## src/rtl/cdb_pkg.sv

```systemverilog
// Shared widths, requester indices and helpers for the common data bus scheduler.
package cdb_pkg;

    localparam int unsigned N_REQ  = 3;
    localparam int unsigned DATA_W = 64;
    localparam int unsigned TAG_W  = 4;
    localparam int unsigned ROB_W  = 2;
    localparam int unsigned IDX_W  = (N_REQ > 1) ? $clog2(N_REQ) : 1;

    localparam int unsigned REQ_LD   = 0;
    localparam int unsigned REQ_MULT = 1;
    localparam int unsigned REQ_ADD  = 2;

    // Index of the set bit in a one-hot requester vector (0 when empty).
    function automatic logic [IDX_W-1:0] onehot_to_idx(input logic [N_REQ-1:0] oh);
        logic [IDX_W-1:0] idx;
        idx = '0;
        for (int unsigned i = 0; i < N_REQ; i++) begin
            if (oh[i]) idx = idx | IDX_W'(i);
        end
        return idx;
    endfunction

endpackage

```

## src/rtl/cdb_prio_pick.sv

```systemverilog
// Lowest-index set bit of a vector, returned one-hot (zero in, zero out).
module cdb_prio_pick #(
    parameter int unsigned N = 3
) (
    input  logic [N-1:0] vec,
    output logic [N-1:0] pick
);

    // Two's-complement isolate of the lowest set bit.
    assign pick = vec & (~vec + N'(1));

endmodule

```

## src/rtl/cdb_scheduler.sv

```systemverilog
// CDB owner: fixed-priority writeback grant, registered broadcast of the winning slice.
// Optional starvation relief via per-requester age counters when CDB_AGING_EN is defined.
module cdb_scheduler
    import cdb_pkg::*;
#(
    parameter int unsigned N_REQ   = cdb_pkg::N_REQ,
    parameter int unsigned DATA_W  = cdb_pkg::DATA_W,
    parameter int unsigned TAG_W   = cdb_pkg::TAG_W,
    parameter int unsigned ROB_W   = cdb_pkg::ROB_W,
    parameter int unsigned AGE_MAX = 4
) (
    input  logic                    clk,
    input  logic                    rst_n,
    input  logic                    flush,
    input  logic [N_REQ-1:0]        req,
    input  logic [N_REQ*DATA_W-1:0] req_data,
    input  logic [N_REQ*TAG_W-1:0]  req_tag,
    input  logic [N_REQ*ROB_W-1:0]  req_rob,
    output logic [N_REQ-1:0]        gnt,
    output logic                    cdb_valid,
    output logic [DATA_W-1:0]       cdb_data,
    output logic [TAG_W-1:0]        cdb_tag,
    output logic [ROB_W-1:0]        cdb_rob,
    output logic [N_REQ-1:0]        cdb_src
);

    logic [N_REQ-1:0]  base_pick;
    logic [N_REQ-1:0]  gnt_sel;
    logic [N_REQ-1:0]  xfer;
    logic [DATA_W-1:0] mux_data;
    logic [TAG_W-1:0]  mux_tag;
    logic [ROB_W-1:0]  mux_rob;

    cdb_prio_pick #(.N(N_REQ)) u_base_pick (
        .vec  (req),
        .pick (base_pick)
    );

`ifdef CDB_AGING_EN
    localparam int unsigned AGE_W = $clog2(AGE_MAX + 1);

    logic [AGE_W-1:0] age [N_REQ];
    logic [N_REQ-1:0] aged_vec;
    logic [N_REQ-1:0] aged_pick;

    always_comb begin
        aged_vec = '0;
        for (int unsigned i = 0; i < N_REQ; i++) begin
            aged_vec[i] = req[i] && (age[i] == AGE_W'(AGE_MAX));
        end
    end

    cdb_prio_pick #(.N(N_REQ)) u_aged_pick (
        .vec  (aged_vec),
        .pick (aged_pick)
    );

    assign gnt_sel = (|aged_pick) ? aged_pick : base_pick;

    // Waiting requesters count up to saturation; any grant, idle or flush clears.
    always_ff @(posedge clk) begin
        if (!rst_n) begin
            for (int unsigned i = 0; i < N_REQ; i++) age[i] <= '0;
        end else begin
            for (int unsigned i = 0; i < N_REQ; i++) begin
                if (req[i] && !gnt[i] && !flush) begin
                    if (age[i] != AGE_W'(AGE_MAX)) age[i] <= age[i] + AGE_W'(1);
                end else begin
                    age[i] <= '0;
                end
            end
        end
    end
`else
    assign gnt_sel = base_pick;
`endif

    assign gnt  = (rst_n && !flush) ? gnt_sel : '0;
    assign xfer = req & gnt;

    // One-hot AND-OR mux of the granted slice.
    always_comb begin
        mux_data = '0;
        mux_tag  = '0;
        mux_rob  = '0;
        for (int unsigned i = 0; i < N_REQ; i++) begin
            mux_data = mux_data | ({DATA_W{xfer[i]}} & req_data[i*DATA_W +: DATA_W]);
            mux_tag  = mux_tag  | ({TAG_W{xfer[i]}}  & req_tag[i*TAG_W +: TAG_W]);
            mux_rob  = mux_rob  | ({ROB_W{xfer[i]}}  & req_rob[i*ROB_W +: ROB_W]);
        end
    end

    // Broadcast registers: payload holds its last value between transfers.
    always_ff @(posedge clk) begin
        if (!rst_n) begin
            cdb_valid <= 1'b0;
            cdb_data  <= '0;
            cdb_tag   <= '0;
            cdb_rob   <= '0;
            cdb_src   <= '0;
        end else begin
            cdb_valid <= |xfer;
            if (|xfer) begin
                cdb_data <= mux_data;
                cdb_tag  <= mux_tag;
                cdb_rob  <= mux_rob;
                cdb_src  <= xfer;
            end
        end
    end

endmodule

```

## config.mk

```make
export PLATFORM = sky130hd
export DESIGN_NAME = cdb_scheduler
export DESIGN_NICKNAME = d
export VERILOG_FILES = /design/src/rtl/cdb_pkg.sv /design/src/rtl/cdb_prio_pick.sv /design/src/rtl/cdb_scheduler.sv
export SDC_FILE = /design/constraint.sdc
export NUM_CORES = 1
export LEC_CHECK = 0
export CAP_MARGIN = 20
export CORE_ASPECT_RATIO = 0.8
export CORE_MARGIN = 5
export CORE_UTILIZATION = 33
export CTS_CLUSTER_DIAMETER = 120
export CTS_CLUSTER_SIZE = 8
export DETAILED_ROUTE_END_ITERATION = 8
export GPL_TIMING_DRIVEN = 1
export PLACE_DENSITY_LB_ADDON = 0.12
export SETUP_SLACK_MARGIN = 0.02
export SKIP_CTS_REPAIR_TIMING = 1
export SLEW_MARGIN = 30
export SYNTH_ARGS = -nofsm -noshare
export SYNTH_HDL_FRONTEND = slang
export SYNTH_SLANG_ARGS = --single-unit
```

## constraint.sdc

```tcl
create_clock -name clk -period 1.29 [get_ports clk]
set_clock_uncertainty 0.05 [all_clocks]
set_input_delay 0.387 -clock clk [delete_from_list [all_inputs] [get_ports clk]]
set_output_delay 0.387 -clock clk [all_outputs]
set_load 0.05 [all_outputs]
```

; ---- After elaboration in Yosys (flattened, before gate mapping)
; Index checks and enable logic that the tools add are counted.
[op_classes]
reduce_logical = 3
n_bitwise = 18
muxes = 1
add_sub_neg = 1
[ops]
columns = op, n
row1 = $and 64x64->64, 3
row2 = $or 64x64->64, 2
row3 = $and 4x4->4, 3
row4 = $or 4x4->4, 2
row5 = $and 2x2->2, 3
row6 = $and 3x3->3, 2
row7 = $or 2x2->2, 2
row8 = $add 3x1->3 const B, 1
row9 = $mux 3, 1
row10 = $not 3->3, 1
row11 = $reduce_or 3->1, 1
row12 = $logic_and 1x1->1, 1
row13 = $logic_not 1->1, 1
[word_totals]
regBits = 74
inputBits = 216
elab_cells = 28
out_inout_bits = 77

; ---- Depth between registers and ports, before layout
; Gate-level depths: netlist of the first run.
[depth]
depth_word = 8
ltp_mapped = 6
ltp_nobuf = 3

; ---- Hierarchy
; From an unflattened synthesis of the first run, not the netlist that was laid out.
[hier_totals]
hier_cells = 412
hier_area_um2 = 3764.9
[by_module_without_submodules]
columns = module, cells_per_inst, n_inst, seq_area_each_um2, area_each_um2
row1 = cdb_scheduler, 409, 1, 1481.4, 3738.6
row2 = cdb_prio_pick, 3, 1, 0.0, 26.3

; ---- Least setup slack after synthesis of the first run
; No wires, ideal clock.
[synth_timing]
path_type = input -> output
from = input req[2]
to = output gnt[2]
path_slack_ns = -0.373
n_path_buf = 2
t_arrival_ns = 1.226
required_time_ns = 0.853
stages = 4
cell_sequence = buf_2 -> clkbuf_1 -> nand3_1 -> inv_1
[synth_between]
elab_chain_cells = 4
[synth_lines]
columns = item, line_no
row1 = start: declaration, cdb_scheduler.sv:15  ; input logic [N_REQ-1:0] req,
row2 = $not 3->3, cdb_prio_pick.sv:10  ; assign pick = vec & (~vec + N'(1));
row3 = $add 3x1->3, cdb_prio_pick.sv:10
row4 = $and 3x3->3 (*), cdb_prio_pick.sv:10
row5 = $mux 3 (*), cdb_scheduler.sv:78  ; assign gnt = (rst_n && !flush) ? gnt_sel : '0;
row6 = end: declaration, cdb_scheduler.sv:19  ; output logic [N_REQ-1:0] gnt,
; Every way passes the cells marked *; elsewhere a longest branch is shown, timed or not.

; ---- Worst setup path in the final report of the first run
; Ends and elaborated chain as after synthesis.

==> parameters.txt, run 1 <==
Parameter                              Value

Outcome
  Status    finished with violations
  Violations in the final reports    setup timing

Clock network
  Cell at the root of the clock tree    clkbuf_16
  Htree depth    3
  Clock-pin slew on the worst setup and hold paths    50 ps
  Largest buffer count on any clock path    2
  Number of sinks on the clock net    74
  Worst skew pair latency    320 ps
  TritonCTS clock tree    built
  Clock buffers created by TritonCTS    9

Pwr
  Power share of the sequential group    34.5%
  Overall power of the completed layout    7520 uW
  Cell leakage power    0.00414 uW
  Fraction of power spent switching nets    29.9%
  Power density over the cells    813 mW/mm^2
  Power Internal    5270 uW
  Highest ir drop seen on vdd    0.577 mV
  Sw power    2250 uW
  Combinational share of power    36.6%
  Clock Power Share    29.0%

Yosys
  Synthesized-area fraction occupied by and/or/nand/nor cells    23.2%
  Main area contributors after synthesis    dfxtp_1 33%, o211a_1 15%, nor3b_1 11%, o31ai_1 11%, nor2b_1 9.8%
  Adder-cell share of the synthesized area    0%
  Largest family of logic cells by synthesized area    compound AO/OA/AOI/OAI gates
  Number of nets produced by synthesis    719
  Distinct cell type count of the synthesized netlist    28
  Share of the synthesized area in the top cell type    32.8%
  Flop and latch count out of synthesis    74
  Fraction of synthesized cell area in xor and xnor cells    0%
  Average size of a mapped cell    8.99 sq um
  Post-synthesis compound-gate area fraction    35.6%
  Post-synthesis cell type with the largest combined area    dfxtp_1
  Yosys warns    0
  Multiplexer share of the synthesized area    0%
  Proportion of synthesized chip area in sequential cells    32.8%
  Netlist area before placement    0.00452 sq mm
  Cells after synthesis    503

Setup path
  Kind of critical path    input port to output pin
  Worst setup EP type    output pin
  Data required time at the worst endpoint    850 ps
  Crit path max fanout    23
  Type of element launching the critical path    input port
  Crit path DAT    1050 ps
  Cell occurring most often along the worst timing path    buf_12
  Delay-heaviest family, CP    buffers and inverters
  Series of cell instances along the critical path    buf_2, buf_12, nand3_2, clkinvlp_4, buf_12
  Bufs and invs on worst path    4
  CP max-delay cell    buf_12
  CP max stage delay    160 ps

Route
  Routed wire length    18.7 mm
  Overall via count from detail_route    5161
  Antenna-violating nets left    0
  Via density    5.33
  Number of remaining DRC errors    0
  Total iterations of the first detailed-routing run    4
  Average wire per standard cell    19.4 microns
  Violation count after the first detailed-routing iteration    186

Final layout
  Share of cells above drive strength 1    36.3%
  Core utilization of the finished layout    68.5%
  Number of nets at the end of the flow    1000
  Antenna fix cells    0
  Design area    0.00926 sq mm
  Number of filler instances in the final layout    1007
  Area Growth Syn to Fin    105%

STA
  Period Utilization, post-route    115%
  Fin crit period    1480 ps
  Total setup violations reported at the end of the flow    3
  Worst Setup Slack, final    -194 ps
  Aggregate negative setup slack    -478 ps
  Slew Limit Headroom    75.3%
  RSZ-0062 raised after global routing    true
  Max frequency    0.674 GHz
  Slew @ Worst Pin    369 ps
  Number of endpoints with negative hold slack in the final report    0
  Final Max Tran Viols    0

Global routing
  Overall global routing resource usage    22.0%
  Initial antenna violation count    0
  Via count of the first global-routing pass    5422
  Pin count of the biggest net entering global routing    51
  First-pass GRT wire length    28.5 mm
  Overall overflow remaining after global route    0

Placed design
  Detailed Place HPWL    14.3 mm
  Routability congestion estimate    0.926
  Dpl cell area    0.00875 sq mm
  Worst Setup Slack post-DPL    -412 ps
  Number of I/O port buffers    292

Die
  Number of standard-cell rows in the floorplan    38
  Chip Height    115 microns
  Ports placed on the boundary    293
  Die Area    0.0162 sq mm
  Starting density of the core    33.5%
  Placeable core region    0.0135 sq mm
  Die boundary width    141 microns

Min path
  Class of the tightest hold or removal check    flip-flop to flip-flop

Job
  Max-cap violation count    0
==> worst paths after layout <==
check	endpoint	slack, ps	cells after the start	start
worst max register to register	cdb_src[2]	460	3	cdb_src[2]
worst max-delay path	gnt[2]	-190	5	req[2]
worst min-delay path	cdb_src[1]	430	2	cdb_src[1]
worst min register to register	cdb_src[1]	430	2	cdb_src[1]
==> worst register-to-register path: stages, from the launching register on <==
cell	delay, ps
dfxtp_2	350
buf_4	110
o21ai_0	70
a21boi_0	170
==> layer usage <==
layer	routed length, microns	global-route usage [%]	vias up
met5	0	0	-
met4	505	7.42	0
met3	1650	7.81	33
met2	9440	40.2	228
met1	7150	23.7	2453
li1	-	-	2447
==> registers in the layout, indices dropped and copies added, names as in the netlist <==
name,count
cdb_data,64
cdb_tag,4
cdb_src,3
cdb_rob,2
cdb_valid,1
==> through the flow <==
stage | hold WS [ps] | std cells
6_report | 434 | 968
5_1_grt | 457 | 968
4_1_cts | 464 | 961
3_5_place_dp | 457 | 946
3_3_place_gp | 427 | 946
2_1_floorplan | 587 | 503
==> layout by cell type (no fill, tap or decap), types with 2 or more instances in the layout <==
cell / count
o31ai_1: 66
clkinv_2: 4
buf_6: 4
nor3b_2: 61
nor2_4: 2
clkbuf_16: 10
buf_8: 2
nor2b_1: 70
buf_12: 86
dfxtp_2: 66
o31ai_2: 4
o211a_1: 69
clkbuf_1: 2
a21oi_1: 69
clkdlybuf4s50_1: 210
buf_4: 28
dfxtp_4: 8
nor3b_1: 8
==> cell type report <==
class	count	area (sq um)	area share, %
timing repair buffer	333	4170	45.0
inverter	2	11.3	0.122
multi-input combinational	364	3010	32.5
clock inverter	4	20.0	0.216
tap	180	225	2.43
clock buffer	11	233	2.51
sequential	74	1590	17.2
==> cell usage after synthesis, drive strengths merged <==
cell type and n:
and2b 1, nor3 1, inv 2, and2 1
a21boi 1, nor3b 69, nor2b 71, and4 1
nand2 1, clkbuf 37, o21ai 2, nand3 1
dfxtp 74, o31ai 70, nor2 2, o211a 69
nand2b 1, buf 26, a21oi 70, o221a 1
a41o 1, nand3b 1
==> power by group through the flow <==
stage	logic [uW]	clock network, uW	registers (uW)
after CTS	2710	2260	2570
final	2750	2180	2590
after global routing	2900	2370	2610
after global placement	2660	0	2610
after detailed placement	2700	0	2620
after floorplan	795	0	3010
==> logic make-up after synthesis <==
logic type | count (synthesis)
compound gates | 214
buf+inv | 65
flops | 74
simple gates | 150
(Power assumes the default switching activity.)
==> run 2: changes to the inputs <==
Settings changed: CTS_CLUSTER_SIZE 8 to unset, PLACE_DENSITY set to 0.87, PLACE_DENSITY_LB_ADDON 0.12 to unset.
==> run 2 against run 1 <==
Compared with the run above:
- the flow still finishes with violations (setup timing)
- clock power is 23% higher
- core utilization is 0.24 points higher
- sequential cell count stayed put
- setup slack better by 37 ps
- non-clock buffer count is 3 lower
- global-route usage is 1.5 points lower
- total power is 6.6% higher
==> parameters.txt, run 2 (synthesis results as in run 1) <==
Parameter                              Value

Outcome
  Status    finished with violations
  Violations in the final reports    setup timing

Final layout
  Biggest regs    cdb_data: 64 flops, cdb_tag: 4 flops, cdb_src: 3 flops
  Core utilization of the finished layout    68.8%
  Number of filler instances in the final layout    1005
  Final cell count without fillers    966
  Antenna fix cells    0
  Most frequent cells in the layout    210 x clkdlybuf4s50_1, 85 x buf_12, 70 x nor2b_1, 70 x a21oi_1, 69 x o211a_1
  Total area of multi-input combinational cells    0.00300 sq mm
  Number of nets at the end of the flow    997
  FF+latch area    0.00159 sq mm
  Share of cells above drive strength 1    36.0%
  Area Growth Syn to Fin    105%
  Flip-flop count of the largest register, all copies and words added    64
  Commonest non-fill, non-tap cell in the layout    clkdlybuf4s50_1
  Most flop-heavy register    cdb_data

Route
  Total iterations of the first detailed-routing run    5
  Violation count after the first detailed-routing iteration    178
  Overall via count from detail_route    5138
  Via density    5.32
  Routed wire length    18.3 mm
  Antenna-violating nets left    0
  Number of remaining DRC errors    0
  Average wire per standard cell    18.9 microns

Setup path
  Crit path DAT    1010 ps
  Worst setup EP type    output pin
  CP max-delay cell    buf_6
  Bufs and invs on worst path    4
  Series of cell instances along the critical path    buf_6, buf_4, nand3b_1, inv_2, buf_12
  Data required time at the worst endpoint    850 ps
  CP max stage delay    150 ps
  Delay-heaviest family, CP    buffers and inverters
  Crit path max fanout    6
  Kind of critical path    input port to output pin
  Type of element launching the critical path    input port

Clock network
  Clock buffers created by TritonCTS    9
  Cell at the root of the clock tree    clkbuf_16
  Number of sinks on the clock net    74
  Largest buffer count on any clock path    2
  TritonCTS clock tree    built
  Htree depth    3
  Worst skew pair latency    320 ps
  Clock-pin slew on the worst setup and hold paths    60 ps

Placed design
  Number of I/O port buffers    292
  Placed cells    948
  Detailed Place HPWL    13.5 mm
  Worst Setup Slack post-DPL    -330 ps
  Routability congestion estimate    0.857

Die
  Starting density of the core    33.5%
  Placeable core region    0.0135 sq mm
  Die boundary width    141 microns
  Die Area    0.0162 sq mm
  Chip Height    115 microns
  Number of standard-cell rows in the floorplan    38
  Ports placed on the boundary    293

STA
  Period Utilization, post-route    112%
  Slew Limit Headroom    75.7%
  Worst Setup Slack, final    -157 ps
  Number of endpoints with negative hold slack in the final report    0
  Total setup violations reported at the end of the flow    4
  Slew @ Worst Pin    365 ps
  Max frequency    0.691 GHz
  Final Max Tran Viols    0
  Fin crit period    1450 ps
  RSZ-0062 raised after global routing    true

Global routing
  Via count of the first global-routing pass    5227
  Overall overflow remaining after global route    0
  Initial antenna violation count    0
  First-pass GRT wire length    26.8 mm
  Overall global routing resource usage    20.6%
  Pin count of the biggest net entering global routing    74

Job
  Max-cap violation count    0

Pwr
  Highest ir drop seen on vdd    0.650 mV
  Cell leakage power    0.00415 uW
  Power density over the cells    863 mW/mm^2

Min path
  Class of the tightest hold or removal check    input port to flip-flop
[run 2: cell count changes in the layout (fill, tap and decap cells not counted), sizes merged]
cell and change:
buf -3, bufinv +2, clkinv -2, clkinvlp +1
[run 2: final cells by class]
class | instances | area share, %
Sequential cell | 74 | 17.1
Tap cell | 180 | 2.42
Clock buffer | 11 | 2.61
Timing Repair Buffer | 330 | 44.6
Clock inverter | 5 | 0.835
Multi-Input combinational cell | 364 | 32.3
Inverter | 2 | 0.121
[run 2: per-stage QoR]
step	area [sq um]	power [uW]	setup TNS, ps	hold slack [ps]
after floorplan	4950	3800	-2340	587
after global placement	8740	5270	-18740	428
after detailed placement	8740	5320	-20350	438
after CTS	9060	8030	-2530	446
after global routing	9290	8320	-609	383
final	9290	8010	-455	381
[run 2: final timing paths]
| kind | startpoint | to | slack (ps) | cells past startpoint |
|---|---|---|---|---|
| max | req[1] | gnt[1] | -160 | 5 |
| max reg2reg | cdb_src[2] | cdb_src[2] | 500 | 2 |
| min reg2reg | cdb_src[1] | cdb_src[1] | 420 | 2 |
| min | flush | cdb_src[2] | 380 | 4 |
[run 2: worst min-delay path, stage by stage]
cell      delay (ps)
buf_12            90
nor2b_4           50
nand3_4           90
a21boi_0          90
[run 2: report_power, final]
group / internal, uW / leakage (uW) / switching (uW) / total (uW)
sequential: 2450 / 0.000639 / 148 / 2600
clock: 1740 / 0.000156 / 936 / 2680
combinational: 1540 / 0.00335 / 1200 / 2740
[run 2: routing by layer]
layer / vias to the layer above / share of wire (%) / global-route usage [%]
met3: 37 / 10 / 8.64
met2: 233 / 50 / 36.1
met4: 0 / 2.7 / 6.91
met1: 2423 / 38 / 22.4
li1: 2445 / - / -
met5: - / 0 / 0
==> run 3: changes to the inputs <==
Settings changed: PLACE_DENSITY 0.87 to 0.77.
==> run 3 against run 2 <==
Compared with the run above:
- the flow still finishes with violations (setup timing)
- sequential power hardly changed
- clock-buffer cell count is 1 lower
- non-clock buffer count is 3 lower
- combinational power hardly changed
- register-to-register slack worse by 30 ps
- via count is 0.18% higher
- routed wire length is 0.27% higher
==> parameters.txt, run 3 (synthesis results as in run 1) <==
Parameter                              Value

Global routing
  Overall overflow remaining after global route    0
  Initial antenna violation count    0
  Most used routing layer    met2
  Pin count of the biggest net entering global routing    53
  First-pass GRT wire length    27.1 mm
  GR Layer Usage met2    37.5%
  Met1 routing resource usage after global routing    22.6%
  Overall global routing resource usage    20.8%
  Met3 Track Usage GR    6.93%
  Via count of the first global-routing pass    5319

Clock network
  Clock-pin slew on the worst setup and hold paths    60 ps
  Cell at the root of the clock tree    clkbuf_16
  Largest buffer count on any clock path    2
  TritonCTS clock tree    built
  Worst skew pair latency    320 ps
  Htree depth    3
  Number of sinks on the clock net    74
  Clock buffers created by TritonCTS    9

Die
  Ports placed on the boundary    293
  Chip Height    115 microns
  Die boundary width    141 microns
  Die Area    0.0162 sq mm
  Number of standard-cell rows in the floorplan    38
  Placeable core region    0.0135 sq mm
  Starting density of the core    33.5%

Route
  Violation count after the first detailed-routing iteration    254
  Total iterations of the first detailed-routing run    4
  Average wire per standard cell    19.1 microns
  Number of remaining DRC errors    0
  Routed wire length    18.3 mm
  Overall via count from detail_route    5147
  Via density    5.34
  Antenna-violating nets left    0

Final layout
  Area Growth Syn to Fin    106%
  Most flop-heavy register    cdb_data
  Most frequent cells in the layout    210 x clkdlybuf4s50_1, 87 x buf_12, 70 x nor2b_1, 69 x a21oi_1, 69 x o211a_1
  Design area    0.00932 sq mm
  Biggest regs    cdb_data: 64 flops, cdb_tag: 4 flops, cdb_src: 3 flops
  Commonest non-fill, non-tap cell in the layout    clkdlybuf4s50_1
  Number of nets at the end of the flow    994
  Flip-flop count of the largest register, all copies and words added    64
  Share of cells above drive strength 1    36.0%
  Antenna fix cells    0

Placed design
  Routability congestion estimate    0.938
  Detailed Place HPWL    13.8 mm
  Number of I/O port buffers    292
  Dpl cell area    0.00870 sq mm

STA
  Max frequency    0.682 GHz
  Worst Setup Slack, final    -177 ps
  RSZ-0062 raised after global routing    true
  Fin crit period    1470 ps
  Total setup violations reported at the end of the flow    4
  Slew Limit Headroom    68.4%
  Slew @ Worst Pin    474 ps
  Final Max Tran Viols    0
  Number of endpoints with negative hold slack in the final report    0
  Worst slack on hold paths    431 ps
  Aggregate negative setup slack    -503 ps
  Period Utilization, post-route    114%

Pwr
  Highest ir drop seen on vdd    0.839 mV
  Cell leakage power    0.00414 uW
  Overall power of the completed layout    8010 uW
  Power density over the cells    860 mW/mm^2

Job
  Max-cap violation count    0

Setup path
  Setup slack, reg-to-reg    470 ps
  Data required time at the worst endpoint    850 ps
  Crit path DAT    1030 ps
  Crit path max fanout    4
  Type of element launching the critical path    input port
  Worst setup EP type    output pin
  Kind of critical path    input port to output pin

Outcome
  Status    finished with violations
  Violations in the final reports    setup timing

Min path
  Class of the tightest hold or removal check    flip-flop to flip-flop
[run 3: changes by cell type in the layout (fill, tap and decap cells not counted), sizes merged]
cell	change
buf	-5
clkbuf	+1
inv	+1
[run 3: layout make-up]
cell class / instances / area [sq um]
Fill cell: 992 / 4190
Timing Repair Buffer: 327 / 4160
Multi-Input combinational cell: 364 / 3010
Sequential cell: 74 / 1590
Clock buffer: 10 / 229
Tap cell: 180 / 225
Clock inverter: 6 / 90.1
Inverter: 2 / 11.3
[run 3: worst paths after layout]
check	startpoint	end	cells after the start
setup / recovery	flush	gnt[1]	5
hold / removal	cdb_src[1]	cdb_src[1]	2
setup reg to reg	cdb_tag[0]	cdb_tag[0]	2
hold reg to reg	cdb_src[1]	cdb_src[1]	2
[run 3: through the flow]
step | setup WS (ps) | std cells | utilization [%]
6_report | -177 | 963 | 69.0
5_1_grt | -218 | 963 | 69.0
4_1_cts | -272 | 955 | 66.8
3_5_place_dp | -344 | 939 | 64.4
3_3_place_gp | -237 | 939 | 64.4
2_1_floorplan | -321 | 503 | -
[run 3: routing by layer]
| layer | up-vias | wire length [microns] |
|---|---|---|
| met1 | 2453 | 6900 |
| met4 | 0 | 572 |
| met5 | - | 0 |
| li1 | 2440 | - |
| met3 | 38 | 1510 |
| met2 | 216 | 9360 |
[run 3: power by group]
part,switching [uW],leakage (uW),internal [uW]
sequential,149,0.000639,2450
clock,965,0.000153,1700
combinational,1200,0.00335,1550
[run 3: critical path: stages]
cell and delay [ps]:
buf_8 110, nor2b_4 160, nand3b_1 140, inv_2 100, buf_12 130
==> RTL edit 1 (settings of run 3) <==
Set the package constant `ROB_W` to 4 (it was 2).
--- a/src/rtl/cdb_pkg.sv
+++ b/src/rtl/cdb_pkg.sv
@@ -5,5 +5,5 @@
     localparam int unsigned DATA_W = 64;
     localparam int unsigned TAG_W  = 4;
-    localparam int unsigned ROB_W  = 2;
+    localparam int unsigned ROB_W  = 4;
     localparam int unsigned IDX_W  = (N_REQ > 1) ? $clog2(N_REQ) : 1;
 
Interface: changed (resized cdb_rob and req_rob); port bits go from 293 to 301. The function was not compared with the original's and may differ.
==> RTL edit 1 against run 3 <==
The run still ends with negative setup slack left; power rose by 5.1%; design area up 0.89%; first-iteration DRC count shrank 7.1%; setup slack worse by 0.065 ns; routed wire length grew 6.3%; synthesized area up 0.25%; sequential cell count grew 2; combinational power grew 1%; largest cell class unchanged; largest power group is now the clock network; highest routed layer unchanged.
==> RTL edit 1: results (changes against run 3) <==
Setup path
  – Reg2Reg Setup Slack: 0.43 ns (-0.04 ns)
  – Reg2reg end: cdb_data[3]
  – Reg2Reg Depth: 2 (unchanged)
  – R2R Path Start: cdb_data[3]
  – CP arrival: 1.10 ns (+0.07 ns)
  – Critical path peak fanout: 4 (unchanged)
  – CP max stage delay: 0.17 ns
  – Critical path's slowest cell: nor2b_4
  – Top delay family on crit path: buffers and inverters

Route
  – Wirelength per Cell: 19.67 um (+3.2%)
  – Max Used Layer: met4
  – DRT iter0 DRCs: 236 (-7.1%)
  – Met2 WL: 9725 um (+3.9%)
  – Drt pass-1 iters: 4 (unchanged)
  – Vias post-DR: 5,370 (+4.3%)
  – Met1 Wirelength: 7387 um (+7.0%)
  – Met3 wire len: 1855 um (+23%)

STA
  – Final worst slack: -0.2426 ns (-0.06544 ns)
  – Worst Max-Slew Pin Slew: 0.5046 ns (+0.03021 ns)
  – Worst Hold Slack: 0.4346 ns (+0.003626 ns)
  – Setup violators final: 76 (+72)

Synthesis
  – Synth area leaders: dfxtp_1 34%, o211a_1 16%, o31ai_1 12%
  – Post-synthesis sequential area ratio: 33.57% (+0.80 points)
  – Ys async rst share: 0% (unchanged)
  – Commonest cells post-synth: 76 x dfxtp_1, 74 x nor2b_1, 72 x a21oi_1, 72 x o31ai_1
  – Yosys cell types: 23 (-18%)
  – Syn Nets: 738 (+2.6%)
  – Syn. warnings: 0 (unchanged)
  – Synth Area per Inst: 8.783 um^2 (-2.3%)

Run status
  – Failing checks: negative setup slack
  – Status: finished, violations left

Placement
  – Placed cell count: 967 (+3.0%)
  – I/O Buffers: 300 (+2.7%)
  – Post-DP HPWL: 14,570 um (+5.5%)
  – Placer Congestion: 0.9769 (+4.2%)

Global routing
  – First-pass GRT wire length: 28,950 um (+6.9%)
  – GR Util met1: 25.85% (+3.3 points)
  – M3 GR Usage: 8.067% (+1.1 points)
  – Antenna violations before repair: 0 (unchanged)
  – Met2 Track Usage GR: 38.74% (+1.3 points)
  – GRT Total Usage: 22.36% (+1.6 points)
  – Largest net degree at the start of global routing: 96 (+81%)

Power
  – Pleak: 4.229 nW (+2.0%)
  – Worst ir drop on vdd: 0.7193 mV (-14%)

Hold path
  – WHS Path Cells: 2 (unchanged)
  – WHS Endpoint: cdb_src[1]
  – HP Start: cdb_src[1]
  – Tightest Hold Check Type: flip-flop to flip-flop

Cells and area
  – Diode count: 0 (unchanged)
  – Leading registers by flop count: cdb_data (64), cdb_rob (4), cdb_tag (4)
  – Non-Filler Instances: 992 (+3.0%)
  – Layout cells sized above 1: 33.00% (-3.0 points)
  – Final net count: 1,029 (+3.5%)
  – Fillcell total: 957 (-3.5%)

Clock tree
  – Clock slew at reported path FFs: 0.05 ns
  – H-tree depth: 3 (unchanged)
  – CTS Buffer Depth: 2 (unchanged)
  – Root buf cell: clkbuf_16
  – Worst-skew pair later-pin latency: 0.33 ns
  – Total CTS buffers: 9 (unchanged)
## RTL edit 1: report_power, final
part / switching, W / internal (W) / leakage, nW / total (W)
combinational: 0.00122 / 0.00156 / 3.40 / 0.00279
clock: 0.000977 / 0.00199 / 0.173 / 0.00297
sequential: 0.000150 / 0.00251 / 0.656 / 0.00266
## RTL edit 1: how the worst max path moves through the flow
stage	start	endpoint	slack [ns]
2_1_floorplan	req[1]	gnt[1]	-0.32
3_3_place_gp	flush	cdb_data[57]	-0.33
3_5_place_dp	flush	cdb_rob[1]	-0.40
4_1_cts	rst_n	gnt[1]	-0.30
5_1_grt	flush	gnt[1]	-0.28
6_report	flush	gnt[1]	-0.24
## RTL edit 1: through the flow
step | cell area, um^2 | utilization (%) | setup slack (ns) | power [W] | setup TNS [ns]
5_1_grt | 9400 | 69.62 | -0.2843 | 0.008753 | -9.937
4_1_cts | 9174 | 67.94 | -0.2990 | 0.008425 | -3.369
6_report | 9400 | 69.62 | -0.2426 | 0.008420 | -9.779
3_5_place_dp | 8822 | 65.34 | -0.3981 | 0.005433 | -22.88
2_1_floorplan | 4881 | - | -0.3178 | 0.003857 | -0.7668
3_3_place_gp | 8822 | 65.34 | -0.3261 | 0.005386 | -20.18
## RTL edit 1: cell type report
type | instances | area, um^2 | area share [%]
sequential | 76 | 1632 | 17.36
clock inverter | 4 | 95.09 | 1.012
multi-input combinational | 374 | 2932 | 31.19
clock buffer | 12 | 256.5 | 2.729
inverter | 2 | 15.01 | 0.1597
tap | 180 | 225.2 | 2.396
timing repair buffer | 344 | 4245 | 45.16
## RTL edit 1: cells by family after synthesis
kind of cell	share of synthesized area, %
AOI/OAI and AO/OA	36.42
and+or+nand+nor	23.08
DFF	33.57
buffers and inverters	6.930
==> RTL edit 2 (settings of run 3) <==
Made on the original files. Add a define of `CDB_AGING_EN`.
--- a/src/rtl/cdb_scheduler.sv
+++ b/src/rtl/cdb_scheduler.sv
@@ -1,4 +1,6 @@
 // CDB owner: fixed-priority writeback grant, registered broadcast of the winning slice.
 // Optional starvation relief via per-requester age counters when CDB_AGING_EN is defined.
+`define CDB_AGING_EN
+
 module cdb_scheduler
     import cdb_pkg::*;
Function: changed (a bounded check fails within 10 cycles, from zero or initial values and one cycle with rst_n low).
==> RTL edit 2 against run 3 <==
The run ends with design-rule violations, negative setup slack left; first-iteration DRC count grew to 2.8 times the old value; power grew 8.3%; core utilization grew 9.8 points; combinational power grew 9.8%; hold slack gained 0.028 ns; setup slack lost 0.87 ns; sequential share of layout area grew 2.4 points; non-clock buffer count grew 60; sequential cell count grew 9; synthesized area shrank 11%; routed wire length grew 20%; critical endpoint unchanged; critical path type is now flip-flop to primary output; design area grew 2.1%; largest power group unchanged; global-route usage grew 1.9 points.
==> RTL edit 2: results (changes against run 3) <==
Run status
  – Status: finished, violations left
  – Failing checks: design-rule violations, negative setup slack

Synthesis
  – Yosys cell types: 35 (+25%)
  – Commonest cells post-synth: 77 x dfxtp_1, 72 x a21oi_1, 70 x a222oi_1, 70 x o31ai_1, 20 x clkbuf_1
  – Syn. warnings: 0 (unchanged)
  – Synth area leaders: dfxtp_1 38%, a222oi_1 17%, o31ai_1 13%
  – Synth Area in Adders: 1.862% (+1.9 points)
  – Compound-Gate Fraction of Synth Area: 41.31% (+5.7 points)
  – Synth Area per Inst: 9.929 um^2 (+10%)
  – Post-synthesis sequential area ratio: 42.71% (+9.9 points)
  – Post-synth EDFFs: 6 (+6)

STA
  – Worst Hold Slack: 0.4591 ns (+0.02811 ns)
  – Worst Max-Slew Pin Slew: 0.9338 ns (+0.4594 ns)
  – Final worst slack: -1.046 ns (-0.8686 ns)
  – Setup violators final: 89 (+85)
  – Post-Route Setup TNS: -72.94 ns (-72.43 ns)

Clock tree
  – Worst-skew pair later-pin latency: 0.33 ns

Cells and area
  – Leading registers by flop count: cdb_data (64), age (9), cdb_tag (4)
  – Layout cells sized above 1: 40.24% (+4.2 points)
  – Non-Filler Instances: 910 (-5.5%)
  – Final net count: 975 (-1.9%)
  – Fillcell total: 717 (-28%)

Setup path
  – CP max stage delay: 0.39 ns (+0.23 ns)
  – R2R Path Start: age[1][0]
  – Critical path peak fanout: 3 (-1)
  – Reg2Reg Depth: 10 (+8)
  – CP arrival: 1.90 ns (+0.87 ns)
  – Reg2reg end: cdb_data[9]
  – Critical path's slowest cell: edfxtp_1

Global routing
  – Largest net degree at the start of global routing: 74 (+40%)
  – GRT Total Usage: 22.63% (+1.9 points)
  – First-pass GRT wire length: 26,390 um (-2.6%)
  – Vias in the first global route: 5,111 (-3.9%)

Route
  – Drt via density: 5.951 (+11%)
  – Wirelength per Cell: 24.22 um (+27%)
  – Drt pass-1 iters: 9 (+5)
  – Final routed DRC violation total: 2 (+2)
  – DRT iter0 DRCs: 706 (+180%)

Placement
  – Post-DP HPWL: 13,330 um (-3.5%)
  – Placed cell count: 846 (-9.9%)
  – Placer Congestion: 0.7534 (-20%)
  – Dpl ws: -1.130 ns (-0.7864 ns)
  – DP Area: 0.008192 mm^2 (-5.8%)

Hold path
  – WHS Path Cells: 1 (-1)
  – Tightest Hold Check Type: flip-flop to flip-flop

Power
  – Pleak: 3.682 nW (-11%)
  – Worst ir drop on vdd: 0.6089 mV (-27%)
## RTL edit 2: power by group
part / switching [W] / internal, W
registers: 0.000205 / 0.00280
logic: 0.00134 / 0.00168
clock network: 0.00105 / 0.00160
## RTL edit 2: area by class of cell
cell class / count / area [um^2] / area share (%)
well taps: 152 / 190.2 / 1.998
multi-input cells: 261 / 2163 / 22.73
clock inverters: 2 / 15.01 / 0.1577
repair buffers: 387 / 4951 / 52.02
inverters: 11 / 46.29 / 0.4864
clock buffers: 14 / 296.5 / 3.116
flip-flops and latches: 83 / 1856 / 19.50
## RTL edit 2: worst max path at each step
stage          startpoint           end  slack (ns)  cells after the start
2_1_floorplan   age[0][0]        gnt[2]       -0.68                      8
6_report        age[1][0]        gnt[1]       -1.05                      8
4_1_cts         age[0][1]        gnt[2]       -1.13                      7
3_5_place_dp       req[1]  cdb_data[19]       -1.13                      8
5_1_grt         age[1][0]  cdb_data[17]       -1.14                     10
3_3_place_gp        flush  cdb_data[20]       -1.05                      8
## RTL edit 2: critical path: cells and delay by family (launching register included)
family                     cells  cell delay [ns]
and+or+nand+nor                2             0.43
DFF                            1             0.39
buffers and inverters          4             0.50
AOI/OAI and AO/OA              1             0.05
adders and majority gates      1             0.19
## RTL edit 2: metal layers
layer / global-route usage [%] / vias to the layer above / wire [um]
met4: 7.195 / 0 / 612
met2: 41.20 / 322 / 11420
met5: 0 / - / 0
li1: - / 2391 / -
met3: 7.887 / 49 / 1908
met1: 24.97 / 2653 / 8104
## RTL edit 2: cell families (layout without fill, tap and decap cells)
family / count (synthesis) / in the layout
other: 1 / 3
adder cells (fa/ha/maj): 6 / 6
AND/OR/NAND/NOR: 30 / 30
XOR/XNOR: 2 / 2
AO/OA/AOI/OAI: 220 / 220
buffers and inverters: 64 / 414
flip-flops: 83 / 83
